[src/rtl/bitwise_result_fifo.sv]
// Annotating FIFO for AND/OR/XOR result triples: tags each triple with the operand
// Hamming distance, an equality flag and a consistency flag, then buffers it for a consumer.
module bitwise_result_fifo #(
    parameter int WIDTH = 8,
    parameter int DEPTH = 4,
    parameter int HDW   = $clog2(WIDTH + 1)
) (
    input  logic             clk,
    input  logic             rst,
    input  logic             in_valid,
    output logic             in_ready,
    input  logic [WIDTH-1:0] in_and,
    input  logic [WIDTH-1:0] in_or,
    input  logic [WIDTH-1:0] in_xor,
    output logic             out_valid,
    input  logic             out_ready,
    output logic [WIDTH-1:0] out_and,
    output logic [WIDTH-1:0] out_or,
    output logic [WIDTH-1:0] out_xor,
    output logic [HDW-1:0]   out_hd,
    output logic             out_eq,
    output logic             out_bad,
    output logic [15:0]      acc_count,
    output logic [7:0]       err_count
);

    localparam int PW = (DEPTH > 1) ? $clog2(DEPTH) : 1;
    localparam int CW = $clog2(DEPTH + 1);
    localparam int EW = 3 * WIDTH + HDW + 2;
    localparam logic [CW-1:0] FULL_CNT = CW'(DEPTH);

    function automatic logic [HDW-1:0] popcount(input logic [WIDTH-1:0] v);
        logic [HDW-1:0] cnt;
        cnt = {HDW{1'b0}};
        for (int i = 0; i < WIDTH; i++) begin
            cnt = cnt + HDW'(v[i]);
        end
        return cnt;
    endfunction

    logic [EW-1:0]   mem_q [DEPTH];
    logic [PW-1:0]   wr_ptr_q, wr_ptr_d;
    logic [PW-1:0]   rd_ptr_q, rd_ptr_d;
    logic [CW-1:0]   count_q, count_d;
    logic [15:0]     acc_q, acc_d;
    logic [7:0]      err_q, err_d;

    logic            push_s;
    logic            pop_s;
    logic [HDW-1:0]  hd_s;
    logic            eq_s;
    logic            bad_s;
    logic [EW-1:0]   entry_s;
    logic [EW-1:0]   head_s;

    // A triple is consistent only if AND and XOR are disjoint and together form OR.
    always_comb begin
        hd_s    = popcount(in_xor);
        eq_s    = (in_xor == {WIDTH{1'b0}});
        bad_s   = (in_or != (in_and | in_xor)) || ((in_and & in_xor) != {WIDTH{1'b0}});
        entry_s = {in_and, in_or, in_xor, hd_s, eq_s, bad_s};
    end

    // Handshakes; readiness depends only on registered occupancy, so a pop never frees a slot early.
    always_comb begin
        in_ready  = !rst && (count_q != FULL_CNT);
        out_valid = (count_q != {CW{1'b0}});
        push_s    = in_valid && in_ready;
        pop_s     = out_valid && out_ready;
    end

    // Next-state for pointers, occupancy and statistics counters.
    always_comb begin
        wr_ptr_d = wr_ptr_q;
        rd_ptr_d = rd_ptr_q;
        count_d  = count_q;
        acc_d    = acc_q;
        err_d    = err_q;
        if (push_s) begin
            wr_ptr_d = wr_ptr_q + PW'(1);
            acc_d    = acc_q + 16'd1;
            if (bad_s && (err_q != 8'hFF)) begin
                err_d = err_q + 8'd1;
            end else begin
                err_d = err_q;
            end
        end else begin
            wr_ptr_d = wr_ptr_q;
        end
        if (pop_s) begin
            rd_ptr_d = rd_ptr_q + PW'(1);
        end else begin
            rd_ptr_d = rd_ptr_q;
        end
        case ({push_s, pop_s})
            2'b10:   count_d = count_q + CW'(1);
            2'b01:   count_d = count_q - CW'(1);
            default: count_d = count_q;
        endcase
    end

    // Control state register with asynchronous flush.
    always_ff @(posedge clk or posedge rst) begin
        if (rst) begin
            wr_ptr_q <= {PW{1'b0}};
            rd_ptr_q <= {PW{1'b0}};
            count_q  <= {CW{1'b0}};
            acc_q    <= 16'd0;
            err_q    <= 8'd0;
        end else begin
            wr_ptr_q <= wr_ptr_d;
            rd_ptr_q <= rd_ptr_d;
            count_q  <= count_d;
            acc_q    <= acc_d;
            err_q    <= err_d;
        end
    end

    // Entry storage; contents are meaningless until written, so it carries no reset.
    always_ff @(posedge clk) begin
        if (push_s) begin
            mem_q[wr_ptr_q] <= entry_s;
        end else begin
            mem_q[wr_ptr_q] <= mem_q[wr_ptr_q];
        end
    end

    // Head entry is always presented, even when out_valid is low.
    always_comb begin
        head_s    = mem_q[rd_ptr_q];
        out_and   = head_s[EW-1 -: WIDTH];
        out_or    = head_s[EW-1-WIDTH -: WIDTH];
        out_xor   = head_s[EW-1-2*WIDTH -: WIDTH];
        out_hd    = head_s[HDW+1 : 2];
        out_eq    = head_s[1];
        out_bad   = head_s[0];
        acc_count = acc_q;
        err_count = err_q;
    end

endmodule

[config.mk]
export PLATFORM = sky130hd
export DESIGN_NAME = bitwise_result_fifo
export DESIGN_NICKNAME = d
export VERILOG_FILES = /design/src/rtl/bitwise_result_fifo.sv
export SDC_FILE = /design/constraint.sdc
export NUM_CORES = 1
export LEC_CHECK = 0
export BUFFER_PORTS_ARGS = -buffer_cell sky130_fd_sc_hd__buf_2
export CAP_MARGIN = 0
export CELL_PAD_IN_SITES_DETAIL_PLACEMENT = 1
export CELL_PAD_IN_SITES_GLOBAL_PLACEMENT = 2
export CORE_MARGIN = 4
export CORE_UTILIZATION = 30
export CTS_CLUSTER_DIAMETER = 60
export DETAILED_ROUTE_END_ITERATION = 8
export PLACE_DENSITY = 0.59
export SYNTH_ARGS = -nofsm -noshare
export SYNTH_HDL_FRONTEND = slang
export SYNTH_SLANG_ARGS = --single-unit
[constraint.sdc]
create_clock -name clk -period 2.5 [get_ports clk]
set_input_delay 0.25 -clock clk [delete_from_list [all_inputs] [get_ports clk]]
set_output_delay 0.25 -clock clk [all_outputs]
set_load 0.05 [all_outputs]
# [Word-level counts from Yosys, hierarchy flattened]
# Memories as Yosys holds them, arrays and structs flattened.
# Cells that the tools add are included.
[totals] reg_bits=31 latch_bits=0 ramBits=120 rom_bits=0 inputBits=28 output_inout_bits=56 elab_cells=45 n_memories=1
[classes] addsub=13 multipliers=0 div=0 n_lt_le_gt_ge=0 n_eq_ne=6 n_shift=0 n_mux=5 n_bitwise=3 n_reduce_logical=12
[memory_table] name="mem_q" words=4 word_bits=30 rd=1 rd_ports_with_merged_regs=0 write_ports=1 line_no="41" rtl="logic [EW-1:0] mem_q [DEPTH];"
[op_table] cell="30-bit two-way mux" count=1
[op_table] cell="16-bit by 1-bit adder with 16-bit output (second input constant)" count=1
[op_table] cell="4-bit by 1-bit adder with 4-bit output" count=4
[op_table] cell="8-bit by 1-bit adder with 8-bit output (second input constant)" count=1
[op_table] cell="8-bit bitwise AND" count=1
[op_table] cell="8-bit logical NOT" count=1
[op_table] cell="8-bit inequality test" count=1
[op_table] cell="8-bit inequality test (second input constant)" count=1
[op_table] cell="8-bit OR" count=1
[op_table] cell="8-bit nonzero test" count=1
[op_table] cell="3-bit case mux with 2 select lines" count=1
[op_table] cell="2-bit by 1-bit adder with 2-bit output (second input constant)" count=2
[op_table] cell="3-bit by 1-bit adder with 4-bit output" count=1
[op_table] cell="1-bit logical AND" count=4
[op_table] cell="2-bit AND reduction" count=2
[op_table] cell="2-bit by 1-bit adder with 3-bit output" count=1
[op_table] cell="3-bit by 1-bit adder with 3-bit output (second input constant)" count=1
[op_table] cell="1-bit two-way mux" count=3
[op_table] cell="3-bit inequality test (second input constant)" count=1
[op_table] cell="3-bit nonzero test" count=1
[op_table] cell="3-bit by 1-bit subtractor with 3-bit output (second input constant)" count=1
[op_table] cell="1-bit by 1-bit adder with 2-bit output" count=1
[op_table] cell="2-bit by 1-bit == test with 1-bit output (second input constant)" count=1
[op_table] cell="2-bit == test (second input constant)" count=1
[op_table] cell="other kinds (5)" count=5

# [Logic depth before layout (Yosys ltp)]
[logic_depth] ltp_word=8 ltp_mapped=11 depth_no_buf=9

# [Least setup slack after synthesis]
# Ideal clock, no wire load.
[synth_path] kind="input to register" start="input port in_xor[0]" end="memory mem_q[0][4] in the netlist's numbering (data pin)" setup_ps=272 t_arrival_ps=2459 setup_slack_ps=-231 cell_stages=9 cell_sequence="fa_1 inv_1 fa_1 fa_1 inv_1 ha_1 inv_1 fa_1 xnor2_1"
[synth_between] elab_chain_len=8
[synth_rtl] element="start, declared" line_no="14" rtl="input logic [WIDTH-1:0] in_xor,"
[synth_rtl] element="1-bit by 1-bit adder with 2-bit output" line_no="36" rtl="cnt = cnt + HDW'(v[i]);"
[synth_rtl] element="2-bit by 1-bit adder with 3-bit output" line_no="36"
[synth_rtl] element="3-bit by 1-bit adder with 4-bit output" line_no="36"
[synth_rtl] element="4-bit by 1-bit adder with 4-bit output (4 in a row)" line_no="36"
[synth_rtl] element="net hd_s[2]" line_no="50" rtl="logic [HDW-1:0] hd_s;"
[synth_rtl] element="30-bit two-way mux (no line)"
[synth_rtl] element="end, declared" line_no="41"
# The timed path passes the listed nets, and every way through them passes these cells. The select of a mux whose other input is x is not followed.

# [Final worst setup path]
[layout_path] start="input port in_xor[0]" end="memory mem_q[3][3] in the netlist's numbering (data pin)"
# Same word-level chain as after synthesis.

==> flow_metrics.tcl <==
set metrics [dict create \
    antenna_found_initial 1 \
    routedWlPerCell_um 18.74 \
    multi_input_area_um2 1757 \
    cts_buffers 17 \
    combPwrFrac 0.367 \
    ys_seq_area_frac 0.6997 \
    fin_ws_ns -0.01578 \
    clkPwrFrac 0.284 \
    clock_latency_ns 0.42 \
    grt_pass1_vias 3861 \
    synth_warnings 0 \
    portBuffers 83 \
    cp_data_required_time_ns 2.67 \
    n_antenna_cell 0 \
    io_pins 84 \
    gp_congestion 0.7003 \
    slowest_stage "fa_1" \
    firstDrtPassIters 4 \
    cts_tree "built" \
    synth_cells 347 \
    slowest_delay_ns 0.53 \
    power_leakage_nw 2.964 \
    path_class "input pin to flip-flop" \
    die-area_um2 23240 \
    power_density_nw_per_um2 1221 \
    hold_path_class "input pin to flip-flop" \
    die_y_um 152.4 \
    grt_max_degree 32 \
    yosysTopAreaCell "edfxtp_1" \
    cp-start-kind "input pin" \
    mappedNetlistArea_um2 6259 \
    swShare 0.3814 \
    layout_commonest_cell "edfxtp_1" \
    synth.distinct_cells 40 \
    drive_gt1_frac 0.3723 \
    seq_power_share 0.349 \
    htree_levels 4 \
    viasPerCell 4.586 \
    ant_nets 0 \
    start_util 0.3073 \
    finalClockSkew_ns 0.008749 \
    netSwitchingPower_mw 3.636 \
    final_cell_mix "edfxtp_1 (120), buf_2 (81), mux4_2 (30), dfrtp_1 (30), inv_1 (21)" \
    slew_headroom 0.6091 \
    synthTopCellsByArea "edfxtp_1 (58%), dfrtp_1 (12%), mux4_2 (11%)" \
    hold_viol 0 \
    path_buf_inv 5 \
    die_x_um 152.4 \
    root_buffer "clkbuf_16" \
    min_period_ns 2.516 \
    grt_overflow_total 0 \
    ys_ff_latch 151 \
    clockBufferDepth 2 \
    drc_errors 0 \
    hpwl_um 9349 \
    critPathArrivalTime_ns 2.68 \
    reg2reg_from "count_q[1]" \
    routed_wl_um 13870 \
    clock-sinks 151 \
    drt_iter0_drc 119 \
    min-delay-start "in_or[1]" \
    violations "setup timing" \
    final_nets 502 \
    clk_pin_slew_ns 0.06 \
    synth.top_cell.area_share 0.5758 \
    peakVddDrop_mv 0.5271 \
    max_freq_ghz 0.3975 \
    grt_pass1_wl_um 22240 \
    worst_pin_slew_ns 0.5821 \
    fin_crit_sh 1.006 \
    fillCellCount 2037 \
    synth_ff_type "edfxtp_1" \
    async_flop_share 0.2053 \
    core_um2 20360 \
    finalMaxSlewViolations 0 \
    rsz0062_at_grt "yes" \
    cp_top_family "adder cells" \
    syn_to_final_growth_pct 24.73 \
    worstPathCellList "buf_8 > fa_1 > inv_1 > fa_1 > fa_1 > inv_1 > ha_2 > inv_2 > fa_2 > inv_2" \
    maxCapViolations 0 \
    grtUsageTotal 0.1255 \
    worst_setup_path_end_kind "flip-flop" \
    synth_nets 391 \
    p_int_mw 5.898 \
    cp-startpoint "in_xor[0]" \
    crit_top_cell "fa_1" \
    hold_slack_ns 0.07827 \
    rows 52 \
    cp_max_fo 4 \
    setup_violations 4 \
    avgSynthCellArea_um2 18.04 \
    status "finished, violations left" \
    cts_setup_buffers 0 \
    post-route-util 0.3833 \
    seq_area_um2 4380 \
    vias 3394 \
    synth_edf_count 120 \
]
cells by family (layout without fill, tap and decap cells):
family / count (synthesis) / after routing / synth area share
mux: 36 / 36 / 0.1190
xor+xnor: 30 / 30 / 0.04198
simple gates: 63 / 63 / 0.05958
compound gates: 19 / 19 / 0.02019
fa+ha+maj: 16 / 16 / 0.03799
buf+inv: 32 / 155 / 0.02159
flops: 151 / 151 / 0.6997
synth_stat cells, drive strengths merged (3+ instances only):
cell type,instances
nand3,8
and4,5
and2,5
nor3,5
buf,6
nand2,15
dfrtp,31
o21a,4
a22oi,4
a21oi,6
nand4,3
nor2,10
mux2,4
nor4,3
ha,11
clkbuf,3
fa,5
mux4,30
xnor2,18
inv,23
xor2,12
and3,3
edfxtp,120
timing repair:
item / in CTS / in global routing
hold buffers: 1 / 0
hold endpoints to repair: 31 / 0
endpoints found under the setup margin: 8 / 8
resized for setup: 10 / 0
state kept, by name (all words and copies together), names as in the netlist:
name,count
acc_count,16
count_q,3
err_count,8
mem_q,120
rd_ptr_q,2
wr_ptr_q,2
area by class of cell:
cell class / instances / area share
Timing Repair Buffer: 101 / 0.07934
Inverter: 23 / 0.01106
Tap cell: 270 / 0.04328
Sequential cell: 151 / 0.5611
Clock inverter: 14 / 0.02565
Clock buffer: 17 / 0.05450
Multi-Input combinational cell: 164 / 0.2250
power groups by stage:
stage	Combinational [mW]	Sequential (mW)	Clock, mW
after floorplan	2.36	3.63	0
after global placement	3.53	3.36	0
after detailed placement	3.57	3.39	0
after CTS	3.59	3.34	2.78
after global routing	3.75	3.38	2.90
final	3.50	3.33	2.70
path summary, 6_finish.rpt:
| path | endpoint | slack [ns] | cells past startpoint |
|---|---|---|---|
| max in group asynchronous | rd_ptr_q[0] | 1.68 | 4 |
| min in group asynchronous | count_q[1] | 0.49 | 4 |
| worst max register to register | count_q[2] | 0.48 | 9 |
| worst max-delay path | mem_q[3][3] | -0.02 | 10 |
| worst min register to register | acc_count[15] | 0.47 | 1 |
| worst min-delay path | mem_q[3][15] | 0.08 | 1 |
through the flow:
stage,cell area (µm²),instances,TNS [ns],setup WS (ns),total power [mW]
finish,7806,740,-0.06209,-0.01578,9.534
global route,7806,740,-0.5778,-0.09274,10.02
CTS,7806,740,-0.005971,-0.001526,9.711
detailed placement,7142,708,-5.017,-0.5226,6.951
global placement,7142,708,-4.660,-0.4890,6.899
floorplan,6259,347,-1.780,-0.2306,5.993
routing by layer:
layer	share of wire	up-vias	GRT usage	wire length (µm)
met5	0.00050	-	0	7
met4	0.012	2	0.04200	164
met3	0.031	13	0.03153	425
met2	0.51	62	0.2132	7120
met1	0.44	1771	0.1576	6147
li1	-	1546	-	-
No activity file was read; power rests on OpenSTA's default activity.
